## src/rtl/vga_pixel_fetch.sv

```systemverilog
// vga_pixel_fetch: turns timing-generator counts into framebuffer read addresses and re-times sync/colour.
module vga_pixel_fetch #(
  parameter int H_ACTIVE     = 640,
  parameter int V_ACTIVE     = 480,
  parameter int SCALE_SHIFT  = 1,
  parameter int READ_LATENCY = 1,
  parameter int ADDR_WIDTH   = 19
) (
  input  logic                  Clock,
  input  logic                  Reset,
  input  logic                  iPixelEnable,
  input  logic [9:0]            iColumn,
  input  logic [9:0]            iRow,
  input  logic                  iHs,
  input  logic                  iVs,
  input  logic                  iBufferSelect,
  input  logic [2:0]            iColor,
  output logic [ADDR_WIDTH-1:0] oColorAddress,
  output logic                  oReadEnable,
  output logic                  oHs,
  output logic                  oVs,
  output logic [2:0]            oRGB,
  output logic                  oFrameStart,
  output logic                  oActiveBuffer
);
  localparam int FB_W = H_ACTIVE >> SCALE_SHIFT;
  localparam int FB_H = V_ACTIVE >> SCALE_SHIFT;
  localparam int SW = SCALE_SHIFT + 1;
  localparam logic [ADDR_WIDTH-1:0] BUF_SIZE = ADDR_WIDTH'(FB_W * FB_H);
  localparam logic [ADDR_WIDTH-1:0] ROW_STEP = ADDR_WIDTH'(FB_W);
  localparam logic [9:0] H_END = 10'(H_ACTIVE);
  localparam logic [9:0] V_END = 10'(V_ACTIVE);
  localparam logic [SW-1:0] SUB_MAX = SW'((1 << SCALE_SHIFT) - 1);
  typedef enum logic {UNSYNCED, RUNNING} state_t;
  state_t state;
  logic [ADDR_WIDTH-1:0] x, rowBase, xCur, baseCur;
  logic [SW-1:0] colSub, rowSub, subCur;
  logic [READ_LATENCY:0] hsPipe, vsPipe;
  logic [READ_LATENCY-1:0] actPipe;
  logic frameStart, active, bufCur, colWrap;
  // The frame-start tick already uses the new buffer and a zeroed row base.
  always_comb begin
    frameStart = iColumn == 10'd0 && iRow == 10'd0;
    active = (state == RUNNING || frameStart) && iColumn < H_END && iRow < V_END;
    bufCur = frameStart ? iBufferSelect : oActiveBuffer;
    xCur = iColumn == 10'd0 ? '0 : x;
    subCur = iColumn == 10'd0 ? '0 : colSub;
    baseCur = frameStart ? '0 : rowBase;
    colWrap = subCur == SUB_MAX;
  end
  assign oHs = hsPipe[READ_LATENCY];
  assign oVs = vsPipe[READ_LATENCY];
  always_ff @(posedge Clock or posedge Reset) begin
    if (Reset) begin
      state <= UNSYNCED;
      x <= '0;
      rowBase <= '0;
      colSub <= '0;
      rowSub <= '0;
      hsPipe <= '1;
      vsPipe <= '1;
      actPipe <= '0;
      oColorAddress <= '0;
      oReadEnable <= 1'b0;
      oRGB <= 3'd0;
      oFrameStart <= 1'b0;
      oActiveBuffer <= 1'b0;
    end else begin
      oFrameStart <= iPixelEnable && frameStart;
      if (iPixelEnable) begin
        if (frameStart) begin
          state <= RUNNING;
          oActiveBuffer <= iBufferSelect;
          rowBase <= '0;
          rowSub <= '0;
        end else if (iColumn == H_END) begin
          rowSub <= rowSub == SUB_MAX ? '0 : rowSub + 1'b1;
          rowBase <= rowSub == SUB_MAX ? rowBase + ROW_STEP : rowBase;
        end
        if (iColumn < H_END) begin
          colSub <= colWrap ? '0 : subCur + 1'b1;
          x <= colWrap ? xCur + 1'b1 : xCur;
        end
        oReadEnable <= active;
        if (active) oColorAddress <= (bufCur ? BUF_SIZE : '0) + baseCur + xCur;
        hsPipe <= {hsPipe[READ_LATENCY-1:0], iHs};
        vsPipe <= {vsPipe[READ_LATENCY-1:0], iVs};
        actPipe <= READ_LATENCY'({actPipe, active});
        oRGB <= actPipe[READ_LATENCY-1] ? iColor : 3'd0;
      end
    end
  end
endmodule

```

## config.mk

```make
export PLATFORM = sky130hd
export DESIGN_NAME = vga_pixel_fetch
export DESIGN_NICKNAME = d
export VERILOG_FILES = /design/src/rtl/vga_pixel_fetch.sv
export SDC_FILE = /design/constraint.sdc
export NUM_CORES = 1
export LEC_CHECK = 0
export ABC_AREA = 0
export BUFFER_PORTS_ARGS = -buffer_cell sky130_fd_sc_hd__buf_2
export CAP_MARGIN = 10
export CORE_ASPECT_RATIO = 0.9
export CORE_MARGIN = 1
export CORE_UTILIZATION = 38
export DETAILED_ROUTE_END_ITERATION = 16
export GPL_ROUTABILITY_DRIVEN = 0
export PLACE_DENSITY = 0.67
export SLEW_MARGIN = 20
export SYNTH_ARGS = -nofsm -noshare
export SYNTH_HDL_FRONTEND = slang
export SYNTH_SLANG_ARGS = --single-unit
```

## constraint.sdc

```tcl
create_clock -name Clock -period 6.9 [get_ports Clock]
set_input_delay 1.035 -clock Clock [delete_from_list [all_inputs] [get_ports Clock]]
set_output_delay 1.035 -clock Clock [all_outputs]
set_load 0.01 [all_outputs]
```

Word-level counts from Yosys, hierarchy flattened

Index checks and enable logic that the tools add are counted.

Add/subtract/negate cells: 6
$mul: 0
Div/mod/pow operators: 0
Magnitude comparators: 2
Equal/unequal tests: 3
Shifts and indexed selects: 0
Mux-type cells: 14
Bitwise gates (word level): 0
Reduce and logical (&&, ||, !) cells: 14

Operators with widths:

| kind                    | number |
|---|---|
| $mux W19                | 6 |
| $logic_not A10 Y1       | 2 |
| $add A17 B19 Y19        | 1 |
| $add A19 B1 Y19 const B | 1 |
| $add A19 B19 Y19        | 1 |
| $add A19 B9 Y19 const B | 1 |
| $mux W17                | 1 |
| $eq A10 B10 Y1 const B  | 1 |
| $lt A10 B10 Y1 const B  | 1 |
| $lt A10 B9 Y1 const B   | 1 |
| $mux W2                 | 5 |
| $reduce_and A2 Y1       | 4 |
| $add A2 B1 Y2 const B   | 2 |
| $eq A2 B1 Y1 const B    | 2 |
| $logic_and A1 B1 Y1     | 4 |
| $reduce_bool A2 Y1      | 2 |
| $mux W3                 | 1 |
| $reduce_and A3 Y1       | 1 |
| $logic_or A1 B1 Y1      | 1 |
| $mux W1                 | 1 |

Register bits after elaboration: 72
Latch bits: 0
Memory bits (writable): 0
Bits in read-only memories: 0
Bits of input ports: 29
Output and inout bits: 27
Word-level logic and storage cells: 51
Memories kept: 0

Depth between registers and ports, before layout

Depth after elaboration: 6
Gate-level depth with buffers: 16
Mapped depth without buffers: 15

Least setup slack after synthesis

OpenSTA, ideal clock, no wires.

Path type: input to register
Start: in iColumn[8]
End: reg oColorAddress[17]
Setup time: 0.124 ns
Arrival: 4.400 ns
Data required time: 6.776 ns
Slack: 2.376 ns
Stages on the path: 16
Path buffers: 1
Path through: nor4_4 > nand4_1 > nor2_1 > clkbuf_1 > mux2_2 > inv_1 > fa_1 > inv_1 > ha_1 > a21o_1 > a21o_1 > a31oi_1 > o21ai_0 > a221oi_1 > xor2_1 > o21ai_1

Cells in the longest elaborated chain, start to end: 6
Elaborated cells on any way between the ends: 13
Those cells by class: add/sub: 2; order compare: 1; mux: 4; reduce/logical: 6

RTL lines:

| what                   | RTL line | source |
|---|---|---|
| start: declaration     | 12       | `input logic [9:0] iColumn,` |
| $logic_not A10 Y1      | 43       | `frameStart = iColumn == 10'd0 && iRow == 10'd0;` |
| $logic_and A1 B1 Y1    | 43       |  |
| $mux W1                | n/a      |  |
| via bufCur             | 40       | `logic frameStart, active, bufCur, colWrap;` |
| $mux W17               | 85       | `if (active) oColorAddress <= (bufCur ? BUF_SIZE : '0) + baseCur + xCur;` |
| $add A17 B19 Y19       | 85       |  |
| $add A19 B19 Y19       | 85       |  |
| end signal: assignment | 85       |  |
| end: declaration       | 18       | `output logic [ADDR_WIDTH-1:0] oColorAddress,` |

The timed path passes the listed nets, and every way through them passes these cells.
A chain may end at the register's enable or synchronous reset.

Worst setup path after layout

Ends and elaborated chain as after synthesis.

==> results.json <==
{
  "hold_class": "flop to flop",
  "yosys-top-cells-area": "dfrtp_1 37%, ha_1 9.8%, o21ai_0 5.2%, nand2_1 5.1%, xor2_1 4.1%",
  "async_reset_ff_share_pct": 100.0,
  "maxCapViolCount": 0,
  "clock-sinks": 66,
  "powerDensity_nw_per_um2": 210.8,
  "clk_latency_ns": 0.33,
  "cts-root-buf": "clkbuf_16",
  "rsz0062_at_grt": "false",
  "cts_tree": "built",
  "fin_crit_sh_pct": 70.26,
  "wl_per_cell_um": 14.35,
  "dr.pass1.iters": 5,
  "wirelength_mm": 9.339,
  "hold_viol_final": 0,
  "initial_core_util_pct": 39.05,
  "slowest_stage": "nor2_1",
  "cp_slowest_stage_delay_ns": 0.60,
  "die_area_um2": 11540,
  "end_kind": "flop",
  "syn-mean-instance-area_um2": 9.360,
  "fin_nets": 580,
  "ys_seq_area_share_pct": 39.24,
  "synth_edf_count": 0,
  "h-tree-depth": 3,
  "tns_ns": 0,
  "hold_buffers": 0,
  "worst_slew_pin_slew_ns": 0.8546,
  "grt_max_degree": 67,
  "relSlewSlack_pct": 43.03,
  "synth_area_um2": 4222,
  "clock.fmax_mhz": 206.3,
  "yosysTopAreaCellShare_pct": 36.75,
  "syn2layout_area_growth_pct": 17.52,
  "grt_pass1_wl_mm": 15.57,
  "cts_buffers": 9,
  "arrival_ns": 5.04,
  "die_h_um": 102.0,
  "irDropWorstVdd_v": 0.0001145,
  "drv_slew": 0,
  "cp-start-kind": "input port",
  "antenna_found_initial": 0,
  "detail-route-antenna-nets": 0,
  "skew_ns": 0.006446,
  "cts_setup_buffers": 0,
  "diodes": 0,
  "vias": 3406,
  "io_pins": 56,
  "critPathKind": "input port to flop",
  "post-synth-top-area-cell": "dfrtp_1",
  "portBuffers": 55,
  "status": "finished clean",
  "cp_max_fo": 11,
  "synth_common_cells": "62 x dfrtp_1, 57 x nand2_1, 44 x o21ai_0",
  "path_cells": "buf_2 > nor4_4 > nand4_1 > nor2_1 > mux2_2 > inv_1 > fa_1 > inv_1 > ha_1 > a21o_1 > a21o_1 > a31oi_1 > o21ai_0 > a221oi_1 > xor2_1 > o21ai_1",
  "dr.first_iter.drc_count": 185,
  "synth-seq-cells": 66,
  "netlist_instances": 451,
  "ys_types": 55,
  "setup_viol": 0,
  "dp_hpwl_mm": 6.836,
  "die_x_um": 113.1,
  "drive_gt1_share_pct": 18.53,
  "ys_warn_count": 0,
  "clk_pin_slew_ns": 0.05,
  "post_cts_resized": 0,
  "via_per_inst": 5.232,
  "ys.flop_type": "dfrtp_1",
  "drc": 0,
  "min_period_ns": 4.848,
  "leakage_nw": 2.480,
  "row_count": 36,
  "gr-usage-all-layers_pct": 17.15,
  "cp_data_required_time_ns": 7.10,
  "crit_family": "simple AND/OR/NAND/NOR gates",
  "whs_ns": 0.4681,
  "ff2ff_setup_slack_ns": 3.80,
  "clk_path_buf_depth": 2,
  "path_buf_inv": 3,
  "grt_pass1_vias": 3335,
  "core_area_um2": 10810,
  "gr-total-overflow": 0,
  "yosysMostFrequentCell": "dfrtp_1"
}
-- cell families (layout without fill, tap and decap cells) --
kind of cell	Yosys count	after routing	synth area share (%)
buffers and inverters	29	91	2.667
XOR/XNOR	35	35	7.262
other	1	6	0.08883
multiplexers	10	10	2.608
AO/OA/AOI/OAI	98	98	13.87
flip-flops	66	66	39.24
adder cells (fa/ha/maj)	38	38	12.15
AND/OR/NAND/NOR	174	174	22.11
-- worst paths after layout --
path | start | end | cells after the start
hold reg to reg | state$_DFFE_PP0P_ | state$_DFFE_PP0P_ | 1
setup / recovery | iColumn[8] | oColorAddress[17]$_DFFE_PP0P_ | 16
hold / removal | state$_DFFE_PP0P_ | state$_DFFE_PP0P_ | 1
min in group asynchronous | Reset | oFrameStart$_DFF_PP0_ | 3
setup reg to reg | oActiveBuffer$_DFFE_PP0P_ | oColorAddress[17]$_DFFE_PP0P_ | 12
max in group asynchronous | Reset | x[5]$_DFFE_PP0P_ | 3
-- metrics by stage --
| step | worst slack [ns] | power, mW | utilization [%] | std cells | area (um2) |
|---|---|---|---|---|---|
| finish | 2.052 | 1.046 | 45.89 | 651 | 4961 |
| CTS | 2.127 | 1.051 | 45.89 | 651 | 4961 |
| detailed placement | 1.794 | 0.5784 | 43.03 | 635 | 4652 |
| global placement | 1.983 | 0.5721 | 43.03 | 635 | 4652 |
| floorplan | 2.376 | 0.5405 | - | 456 | 4240 |
| global route | 1.708 | 1.096 | 45.89 | 651 | 4961 |
-- power breakdown --
part	internal [mW]	switching (mW)	leakage (nW)	total, mW
sequential	0.407	0.0163	0.893	0.423
clock	0.309	0.161	0.153	0.470
combinational	0.0683	0.0838	1.43	0.152
-- registers in the layout (all words and copies together) (netlist names) --
signal         flops
vsPipe             2
oFrameStart        1
oColorAddress     19
x                 19
actPipe            1
hsPipe             2
colSub             2
rowBase           13
oActiveBuffer      1
rowSub             2
state              1
oRGB               3
-- cell usage in the layout (no fill, tap or decap), types with 8 or more instances in the layout --
cell type | netlist | final
nor2b_1 | 10 | 10
inv_1 | 18 | 17
nand3_1 | 19 | 19
clkbuf_16 | 0 | 9
o21ai_0 | 44 | 44
ha_1 | 33 | 33
xor2_1 | 20 | 20
nand2_1 | 57 | 57
buf_2 | 3 | 55
dfrtp_1 | 62 | 62
a21oi_1 | 21 | 21
and2_1 | 16 | 16
xnor2_1 | 15 | 15
nor2_1 | 31 | 31
mux2_2 | 8 | 8
-- cell type report --
cell class	instances	area, um2
Clock buffer	14	274.0
Clock inverter	2	35.03
Fill cell	1073	5849
Inverter	18	67.56
Multi-Input combinational cell	361	2471
Sequential cell	66	1657
Tap cell	133	166.4
Timing Repair Buffer	57	290.3
-- layer usage --
metal / vias to the layer above / GRT usage [%] / part of all wire [%]
met4: 0 / 8.704 / 1.7
met5: - / 0 / 0
met1: 1575 / 23.38 / 49
met2: 108 / 26.71 / 44
met3: 10 / 2.610 / 4.8
li1: 1713 / - / -
-- worst register-to-register path: stages, from the launching register on --
cell and delay (ns):
dfrtp_1 0.40, mux2_2 0.31, inv_1 0.16, fa_1 0.43, inv_1 0.08, ha_1 0.28, a21o_1 0.22, a21o_1 0.21
a31oi_1 0.20, o21ai_0 0.12, a221oi_1 0.31, xor2_1 0.18, o21ai_1 0.07
No activity file was read; power rests on OpenSTA's default activity.
